## src/rtl/osiris_pkg.sv

```systemverilog
// Shared types and constants for the Osiris front-end pipeline registers.
//
// Contents:
//   NOP_INSTR_DEFAULT : canonical bubble instruction (addi x0,x0,0)
//   if_id_beat_t      : one IF->ID beat (pc, pcplus4, instr, fault) for the
//                       default 32-bit datapath
//   if_id_occ_e       : occupancy of the 2-entry IF/ID buffer
//   head_src_e        : source selected when the head entry is written
package osiris_pkg;

  localparam logic [31:0] NOP_INSTR_DEFAULT = 32'h0000_0013;

  typedef struct packed {
    logic [31:0] pc;
    logic [31:0] pcplus4;
    logic [31:0] instr;
    logic        fault;
  } if_id_beat_t;

  typedef enum logic [1:0] {
    EMPTY = 2'd0,
    ONE   = 2'd1,
    TWO   = 2'd2
  } if_id_occ_e;

  typedef enum logic [1:0] {
    HEAD_IN     = 2'd0,
    HEAD_SKID   = 2'd1,
    HEAD_BUBBLE = 2'd2
  } head_src_e;

endpackage

```

## src/rtl/if_id_elastic_skid_buffer.sv

```systemverilog
// skid_buffer: generic 2-entry valid/ready buffer with a registered ready.
//
// The head entry always drives pop_data. When the buffer drains (or on
// reset/flush) the head is loaded with the BUBBLE constant, so pop_data is
// never undefined. push_ready is decoded from the occupancy register only,
// so there is no combinational path from pop_ready to push_ready.
//
// Ports:
//   clk        : clock, rising edge
//   rst        : synchronous active-high reset (head <= BUBBLE, skid <= 0)
//   flush      : drop both entries and any beat offered this cycle
//   push_valid : upstream beat valid
//   push_ready : buffer can accept a beat this cycle
//   push_data  : upstream payload
//   pop_valid  : head entry valid
//   pop_ready  : downstream takes the head entry
//   pop_data   : head payload
module skid_buffer
  import osiris_pkg::*;
#(
  parameter int unsigned      WIDTH  = 8,
  parameter logic [WIDTH-1:0] BUBBLE = '0
) (
  input  logic             clk,
  input  logic             rst,
  input  logic             flush,
  input  logic             push_valid,
  output logic             push_ready,
  input  logic [WIDTH-1:0] push_data,
  output logic             pop_valid,
  input  logic             pop_ready,
  output logic [WIDTH-1:0] pop_data
);

  if_id_occ_e       state_reg;
  if_id_occ_e       state_next;
  logic [WIDTH-1:0] head_reg;
  logic [WIDTH-1:0] skid_reg;
  logic [WIDTH-1:0] head_next;
  logic             head_we;
  head_src_e        head_src;
  logic             skid_we;
  logic             accept;
  logic             consume;

  assign push_ready = (state_reg != TWO);
  assign pop_valid  = (state_reg != EMPTY);
  assign pop_data   = head_reg;

  assign accept  = push_valid & push_ready;
  assign consume = pop_valid & pop_ready;

  // Next-state and data-enable decode.
  always_comb begin
    state_next = state_reg;
    head_we    = 1'b0;
    head_src   = HEAD_IN;
    skid_we    = 1'b0;

    if (flush) begin
      // Flush wins over the handshake: the offered beat is dropped, and a
      // concurrent consume has already been seen by the downstream side.
      state_next = EMPTY;
      head_we    = 1'b1;
      head_src   = HEAD_BUBBLE;
    end else begin
      unique case (state_reg)
        EMPTY: begin
          if (accept) begin
            state_next = ONE;
            head_we    = 1'b1;
            head_src   = HEAD_IN;
          end
        end
        ONE: begin
          if (accept && consume) begin
            head_we  = 1'b1;
            head_src = HEAD_IN;
          end else if (accept) begin
            state_next = TWO;
            skid_we    = 1'b1;
          end else if (consume) begin
            state_next = EMPTY;
            head_we    = 1'b1;
            head_src   = HEAD_BUBBLE;
          end
        end
        TWO: begin
          // push_ready is low here, so only a consume can move the state.
          if (consume) begin
            state_next = ONE;
            head_we    = 1'b1;
            head_src   = HEAD_SKID;
          end
        end
        default: begin
          state_next = EMPTY;
          head_we    = 1'b1;
          head_src   = HEAD_BUBBLE;
        end
      endcase
    end
  end

  always_comb begin
    head_next = BUBBLE;
    unique case (head_src)
      HEAD_IN:     head_next = push_data;
      HEAD_SKID:   head_next = skid_reg;
      HEAD_BUBBLE: head_next = BUBBLE;
      default:     head_next = BUBBLE;
    endcase
  end

  always_ff @(posedge clk) begin
    if (rst) begin
      state_reg <= EMPTY;
    end else begin
      state_reg <= state_next;
    end
  end

  always_ff @(posedge clk) begin
    if (rst) begin
      head_reg <= BUBBLE;
    end else if (head_we) begin
      head_reg <= head_next;
    end
  end

  // The skid entry is only written when the buffer goes from one to two
  // beats; a flush leaves it alone since it becomes unreachable anyway.
  always_ff @(posedge clk) begin
    if (rst) begin
      skid_reg <= '0;
    end else if (skid_we) begin
      skid_reg <= push_data;
    end
  end

endmodule

```

## src/rtl/if_id_elastic.sv

```systemverilog
// if_id_elastic: elastic IF/ID pipeline register.
//
// Wraps a 2-entry skid buffer carrying {pc, pcplus4, instr, fault}. Reset,
// flush and drain load the head with a NOP bubble (pc=0, pcplus4=0,
// instr=NOP_INSTR, fault=0). A saturating counter records cycles in which
// decode was ready but had nothing to take.
//
// Ports:
//   clk          : clock, rising edge
//   i_rst        : synchronous active-high reset (also clears the counter)
//   i_flush_ID   : discard all buffered beats and the beat offered this cycle
//   i_valid_IF   : fetch beat valid
//   o_ready_IF   : stage can accept a beat (registered, no path from ID)
//   i_pc_IF      : fetch PC
//   i_pcplus4_IF : fetch PC+4
//   i_instr_IF   : fetched instruction
//   i_fault_IF   : instruction-access fault tag
//   o_valid_ID   : head beat valid toward decode
//   i_ready_ID   : decode takes the head beat
//   o_pc_ID      : head PC
//   o_pcplus4_ID : head PC+4
//   o_instr_ID   : head instruction
//   o_fault_ID   : head fault tag
//   o_bubble_cnt : saturating count of starved decode cycles
module if_id_elastic
  import osiris_pkg::*;
#(
  parameter int unsigned           DATA_WIDTH = 32,
  parameter logic [DATA_WIDTH-1:0] NOP_INSTR  = NOP_INSTR_DEFAULT,
  parameter int unsigned           CNT_WIDTH  = 16
) (
  input  logic                  clk,
  input  logic                  i_rst,
  input  logic                  i_flush_ID,
  input  logic                  i_valid_IF,
  output logic                  o_ready_IF,
  input  logic [DATA_WIDTH-1:0] i_pc_IF,
  input  logic [DATA_WIDTH-1:0] i_pcplus4_IF,
  input  logic [DATA_WIDTH-1:0] i_instr_IF,
  input  logic                  i_fault_IF,
  output logic                  o_valid_ID,
  input  logic                  i_ready_ID,
  output logic [DATA_WIDTH-1:0] o_pc_ID,
  output logic [DATA_WIDTH-1:0] o_pcplus4_ID,
  output logic [DATA_WIDTH-1:0] o_instr_ID,
  output logic                  o_fault_ID,
  output logic [CNT_WIDTH-1:0]  o_bubble_cnt
);

  // Payload layout matches if_id_beat_t: pc, pcplus4, instr, fault (MSB first).
  localparam int unsigned PAYLOAD_W = 3 * DATA_WIDTH + 1;

  localparam logic [PAYLOAD_W-1:0] BUBBLE_PAYLOAD =
    {{DATA_WIDTH{1'b0}}, {DATA_WIDTH{1'b0}}, NOP_INSTR, 1'b0};

  localparam logic [CNT_WIDTH-1:0] CNT_MAX = '1;
  localparam logic [CNT_WIDTH-1:0] CNT_ONE = {{(CNT_WIDTH-1){1'b0}}, 1'b1};

  logic [PAYLOAD_W-1:0] push_data;
  logic [PAYLOAD_W-1:0] pop_data;
  logic [CNT_WIDTH-1:0] bubble_cnt_reg;
  logic                 starved;

  assign push_data = {i_pc_IF, i_pcplus4_IF, i_instr_IF, i_fault_IF};
  assign {o_pc_ID, o_pcplus4_ID, o_instr_ID, o_fault_ID} = pop_data;

  skid_buffer #(
    .WIDTH  (PAYLOAD_W),
    .BUBBLE (BUBBLE_PAYLOAD)
  ) u_skid (
    .clk        (clk),
    .rst        (i_rst),
    .flush      (i_flush_ID),
    .push_valid (i_valid_IF),
    .push_ready (o_ready_IF),
    .push_data  (push_data),
    .pop_valid  (o_valid_ID),
    .pop_ready  (i_ready_ID),
    .pop_data   (pop_data)
  );

  // A flush cycle is a deliberate redirect, not starvation, so it is not
  // counted even though decode sees no valid beat.
  assign starved = i_ready_ID & ~o_valid_ID & ~i_flush_ID;

  always_ff @(posedge clk) begin
    if (i_rst) begin
      bubble_cnt_reg <= '0;
    end else if (starved && (bubble_cnt_reg != CNT_MAX)) begin
      bubble_cnt_reg <= bubble_cnt_reg + CNT_ONE;
    end
  end

  assign o_bubble_cnt = bubble_cnt_reg;

endmodule
```

## config.mk

```make
export PLATFORM = sky130hd
export DESIGN_NAME = if_id_elastic
export DESIGN_NICKNAME = d
export VERILOG_FILES = /design/src/rtl/osiris_pkg.sv /design/src/rtl/if_id_elastic_skid_buffer.sv /design/src/rtl/if_id_elastic.sv
export SDC_FILE = /design/constraint.sdc
export NUM_CORES = 1
export LEC_CHECK = 0
export BUFFER_PORTS_ARGS = -buffer_cell sky130_fd_sc_hd__buf_2
export CORE_ASPECT_RATIO = 0.8
export CORE_MARGIN = 10
export CORE_UTILIZATION = 59
export CTS_BUF_LIST = sky130_fd_sc_hd__clkbuf_2
export CTS_CLUSTER_DIAMETER = 40
export CTS_CLUSTER_SIZE = 8
export DETAILED_ROUTE_END_ITERATION = 10
export HOLD_SLACK_MARGIN = 0.06
export PLACE_DENSITY = 0.95
export SKIP_CTS_REPAIR_TIMING = 1
export SYNTH_ARGS = -nofsm -noshare
export SYNTH_HDL_FRONTEND = slang
export SYNTH_SLANG_ARGS = --single-unit
```

## constraint.sdc

```tcl
create_clock -name clk -period 6.3 [get_ports clk]
set_clock_uncertainty 0.1 [all_clocks]
set_input_delay 0.315 -clock clk [delete_from_list [all_inputs] [get_ports clk]]
set_output_delay 0.315 -clock clk [all_outputs]
set_load 0.02 [all_outputs]
```

After elaboration in Yosys (flattened, before gate mapping)

Index checks and enable logic that the tools add are counted.

Register bits after elaboration: 212
Input bits: 102
Word-level logic and storage cells: 49

Add/subtract/negate cells: 1
Equality and inequality tests: 9
Multiplexer cells: 22
Bitwise gates (word level): 6
Reductions and logical operators: 7

Operators by type and width:

| kind                                                                   | number |
|---|---|
| 97-bit case mux with 2 select lines                                    | 1 |
| 2-bit 2-to-1 mux                                                       | 9 |
| 16-bit by 1-bit adder with 16-bit output (second input constant)       | 1 |
| 16-bit != test (second input constant)                                 | 1 |
| 2-bit case mux with 3 select lines                                     | 2 |
| 1-bit 2-to-1 mux                                                       | 9 |
| 1-bit AND                                                              | 4 |
| 2-bit by 1-bit equality test with 1-bit output (second input constant) | 2 |
| 2-bit zero test                                                        | 2 |
| 2-bit by 1-bit != test with 1-bit output (second input constant)       | 2 |
| 2-bit != test (second input constant)                                  | 2 |
| 4-bit AND reduction                                                    | 1 |
| 3-bit by 1-bit != test with 1-bit output (second input constant)       | 1 |
| 1-bit case mux with 3 select lines                                     | 1 |
| 2-bit equality test (second input constant)                            | 1 |
| 1-bit logical AND                                                      | 2 |
| 1-bit inverter                                                         | 2 |
| 2-bit nonzero test                                                     | 1 |
| 2-bit OR reduction                                                     | 1 |

Longest topological paths before layout

Word-level depth: 9
Depth in mapped cells: 8
Gate-level depth less buffers: 5

By module

From an unflattened synthesis, not the netlist that was laid out.

Cell total of the unflattened synthesis: 989
Area total of the unflattened synthesis: 9,071.2 um^2

By module, submodules not included:

| module        | instances | cells an instance | area each (um^2) |
|---|---|---|---|
| skid_buffer   | 1         | 888               | 8,229.1 |
| if_id_elastic | 1         | 101               | 842.1 |

Least setup slack after synthesis

OpenSTA, ideal clock, no wires.

Path kind: register -> register
Start point: register u_skid.state_reg[1]
End point: register bubble_cnt_reg[9] (netlist: o_bubble_cnt[9])
Data arrival time: 1.841 ns
Data required time: 6.079 ns
Slack: 4.238 ns
Cell stages (with the launch flop): 7
Clock period less this slack: 2.062 ns
Cells stage by stage: dfxtp_1 buf_6 or2_4 or3b_1 buf_6 nor4_1 mux2_2

Word-level cells in the longest chain between the ends: 5

Ends and longest elaborated chain:

| item                   | line                             | text |
|---|---|---|
| start, declared        | if_id_elastic_skid_buffer.sv:35  | `if_id_occ_e state_reg;` |
| start signal, assigned | if_id_elastic_skid_buffer.sv:119 | `state_reg <= state_next;` |
| 2-bit nonzero test     | if_id_elastic_skid_buffer.sv:47  | `assign pop_valid = (state_reg != EMPTY);` |
| via o_valid_ID         | if_id_elastic.sv:41              | `output logic o_valid_ID,` |
| 1-bit inverter         | if_id_elastic.sv:84              | `assign starved = i_ready_ID & ~o_valid_ID & ~i_flush_ID;` |
| 1-bit AND (2 in a row) | if_id_elastic.sv:84              |  |
| 1-bit logical AND      | if_id_elastic.sv:89              | `end else if (starved && (bubble_cnt_reg != CNT_MAX)) begin` |
| end signal, assigned   | if_id_elastic.sv:90              | `bubble_cnt_reg <= bubble_cnt_reg + CNT_ONE;` |
| end, declared          | if_id_elastic.sv:61              | `logic [CNT_WIDTH-1:0] bubble_cnt_reg;` |

The timed path passes the listed nets, and every way through them passes these cells.
A chain may end at the register's enable or synchronous reset.

Worst setup path in the final report

Start point: register u_skid.state_reg[0]
End point: register u_skid.skid_reg[31]

Word-level cells in the longest chain between the ends: 6
Elaborated cells between the ends (all ways): 10
Those cells by class: eq/ne: 2; mux: 4; bitwise: 2; reduce/logical: 2

Ends and longest elaborated chain:

| item                                                  | line                                                             | text |
|---|---|---|
| 2-bit != test or 2-bit nonzero test (tied branches)   | if_id_elastic_skid_buffer.sv:46, if_id_elastic_skid_buffer.sv:47 |  |
| 1-bit AND (on tied branches)                          | if_id_elastic_skid_buffer.sv:50, if_id_elastic_skid_buffer.sv:51 |  |
| 1-bit 2-to-1 mux or 1-bit logical AND (tied branches) | if_id_elastic_skid_buffer.sv:79, if_id_elastic_skid_buffer.sv:76 |  |
| 1-bit 2-to-1 mux                                      | if_id_elastic_skid_buffer.sv:76                                  | `if (accept && consume) begin` |
| 1-bit 2-to-1 mux *                                    | if_id_elastic_skid_buffer.sv:67                                  | `unique case (state_reg)` |
| 1-bit 2-to-1 mux *                                    | if_id_elastic_skid_buffer.sv:60                                  | `if (flush) begin` |
| end signal, assigned                                  | if_id_elastic_skid_buffer.sv:137                                 | `skid_reg <= push_data;` |
| end, declared                                         | if_id_elastic_skid_buffer.sv:38                                  | `logic [WIDTH-1:0] skid_reg;` |

Every way passes the cells marked *; elsewhere a longest branch is shown, timed or not.

==> flow_metrics.env <==
export IMPL_syn_to_final_growth_pct=28.35
export IMPL_top_usage_layer="met2"
export IMPL_grtUsageTotal_pct=22.64
export IMPL_regArea_sq_um=4244
export IMPL_routabilityCongestion=0.8354
export IMPL_via_per_inst=6.105
export IMPL_period_share_pct=45.80
export IMPL_hp_class="primary input to flip-flop"
export IMPL_r2r_start="u_skid.state_reg[0]"
export IMPL_power_frac_seq_pct=59.4
export IMPL_worst_pin_slew_ns=1.097
export IMPL_synth_top_cells_by_area="dfxtp_1 52%, a221oi_1 10%, nand2_1 9.2%"
export IMPL_drive_gt1_share_pct=21.15
export IMPL_setup_tns_ns=0
export IMPL_cts_htree_levels=1
export IMPL_finalHoldViolCount=0
export IMPL_ios=217
export IMPL_multi_input_area_sq_um=3626
export IMPL_drtIter0Drc=1296
export IMPL_p_sw_share_pct=29.74
export IMPL_clock_fmax_mhz=346.6
export IMPL_die_x_um=152.1
export IMPL_clockBufferDepth=3
export IMPL_status="finished clean"
export IMPL_synth_seq_cells=212
export IMPL_cp_end_kind="flip-flop"
export IMPL_synth_edf_count=0
export IMPL_routedWlPerCell_um=19.22
export IMPL_grt_use_met1_pct=27.48
export IMPL_start_util_pct=60.53
export IMPL_crit_required_ns=6.95
export IMPL_start_kind="flip-flop"
export IMPL_drv_cap=0
export IMPL_p_per_area_nw_per_um2=227.3
export IMPL_synthFlopType="dfxtp_1"
export IMPL_grt_pass1_vias=7528
export IMPL_vias=8859
export IMPL_coreArea_sq_um=13600
export IMPL_clkPwrFrac_pct=24.1
export IMPL_drv_slew=0
export IMPL_gr_usage_met3_pct=7.517
export IMPL_synth_top_area_cell="dfxtp_1"
export IMPL_dr_pass1_iters=8
export IMPL_yosys_top_cells_count="212 x dfxtp_1, 201 x nand2_1, 114 x a21oi_1"
export IMPL_cp_data_arrival_time_ns=3.54
export IMPL_grt_pass1_wl_um=37860
export IMPL_clk_pin_slew_ns=0.19
export IMPL_grt_start_max_net_pins=144
export IMPL_p_leak_nw=4.272
export IMPL_syn_nets=1093
export IMPL_syn_inst=990
export IMPL_clock_sinks=212
export IMPL_tritoncts="built"
export IMPL_cts_root_buffer="clkbuf_2"
export IMPL_critPathMaxFanout=97
export IMPL_p_comb_share_pct=16.5
export IMPL_detail_route_antenna_nets=0
export IMPL_p_int_mw=1.687
export IMPL_synth_seq_area_share_pct=51.57
export IMPL_yosysTopAreaCellShare_pct=51.57
export IMPL_syn_area_per_cell_sq_um=8.314
export IMPL_final_net_count=1369
export IMPL_ys_warn_count=0
export IMPL_totalWireLength_um=27880
export IMPL_whs_ns=0.2059
export IMPL_cts_buffers=30
export IMPL_synth_cell_type_count=41
export IMPL_die_area_sq_um=19100
export IMPL_final_setup_viol_count=0
export IMPL_min_from="i_instr_IF[29]"
export IMPL_fillers=915
export IMPL_die_h_um=125.6
export IMPL_met2_usage_pct=36.58
export IMPL_vdd_drop_max_uv=142.0
export IMPL_async_flop_share_pct=0
export IMPL_global_route_overflow_total=0
export IMPL_drcViolationCount=0
export IMPL_switching_power_mw=0.7140
export IMPL_synth_most_common_cell="dfxtp_1"
export IMPL_placementRows=38
export IMPL_clk_latency_ns=0.76
export IMPL_rsz0062_at_grt="no"
export IMPL_startpoint="u_skid.state_reg[0]"
export IMPL_period_needed_ns=2.886
export IMPL_path_class="flip-flop to flip-flop"
export IMPL_antenna_found_initial=2
export IMPL_synth_area_sq_um=8230
export IMPL_port_buffers=216
export IMPL_hpwl_um=14690
export IMPL_slew_headroom_pct=26.83
-- per-layer routing --
metal  up-vias  share of wire (%)
met5         -                  0
met4         0                4.2
met3       115                9.8
met2       591                 50
met1      4097                 36
li1       4056                  -
-- power by group through the flow --
stage / clock [mW] / sequential (mW) / combinational (mW)
floorplan: 0 / 1.50 / 0.149
global placement: 0 / 1.45 / 0.325
detailed placement: 0 / 1.45 / 0.332
CTS: 0.570 / 1.42 / 0.332
global route: 0.643 / 1.43 / 0.426
finish: 0.578 / 1.43 / 0.397
-- path summary, 6_finish.rpt --
check	to	slack [ns]	cells after the start
setup reg to reg	u_skid.skid_reg[31]	3.41	6
hold reg to reg	u_skid.skid_reg[76]	0.37	2
hold / removal	u_skid.skid_reg[30]	0.21	4
setup / recovery	u_skid.skid_reg[31]	3.41	6
-- area by class of cell --
class | count | share of cell area, %
Antenna cell | 4 | 0.09475
Tap cell | 180 | 2.132
Clock buffer | 32 | 1.516
Timing Repair Buffer | 338 | 21.71
Clock inverter | 1 | 0.04738
Multi-Input combinational cell | 684 | 34.32
Sequential cell | 212 | 40.18
-- worst max-delay path, stage by stage, from the launching register on --
cell	delay [ns]
dfxtp_1	0.59
nand3b_1	0.21
nor3_2	0.14
buf_4	0.83
nand2_1	0.16
a21oi_1	0.18
dlygate4sd3_1	0.59
-- per-stage QoR --
step / total power, mW / setup WS [ns] / std cells / area (sq um) / util, %
after floorplan: 1.654 / 4.238 / 990 / 8230 / -
after global placement: 1.775 / 3.763 / 1298 / 9228 / 67.86
after detailed placement: 1.784 / 3.647 / 1298 / 9228 / 67.86
after CTS: 2.326 / 3.626 / 1331 / 9393 / 69.07
after global routing: 2.501 / 3.256 / 1449 / 10560 / 77.65
final: 2.401 / 3.414 / 1451 / 10560 / 77.69
-- cell families after synthesis --
logic type / Yosys count / synth area share (%)
buffers and inverters: 94 / 4.774
multiplexers: 6 / 0.7753
AND/OR/NAND/NOR: 446 / 23.99
adder cells (fa/ha/maj): 1 / 0.1520
AO/OA/AOI/OAI: 231 / 18.74
flip-flops: 212 / 51.57
-- cells in the final DEF, fill, tap and decap left out, drive strengths merged, types with 2 or more instances in the layout --
cell and n:
or4 6, a21oi 114, a221oi 94, nand2 201
dfxtp 212, o21ai 10, nand2b 3, nand4 5
diode 4, nor4 2, mux2i 3, nand3b 3
nor3 97, nor4b 2, nor3b 2, or3b 2
buf 222, mux2 3, nor2b 3, o22ai 3
clkbuf 32, nand3 4, dlygate4sd3 116, o31ai 6
or3 7, and4 3, nor2 100
(Power assumes the default switching activity.)
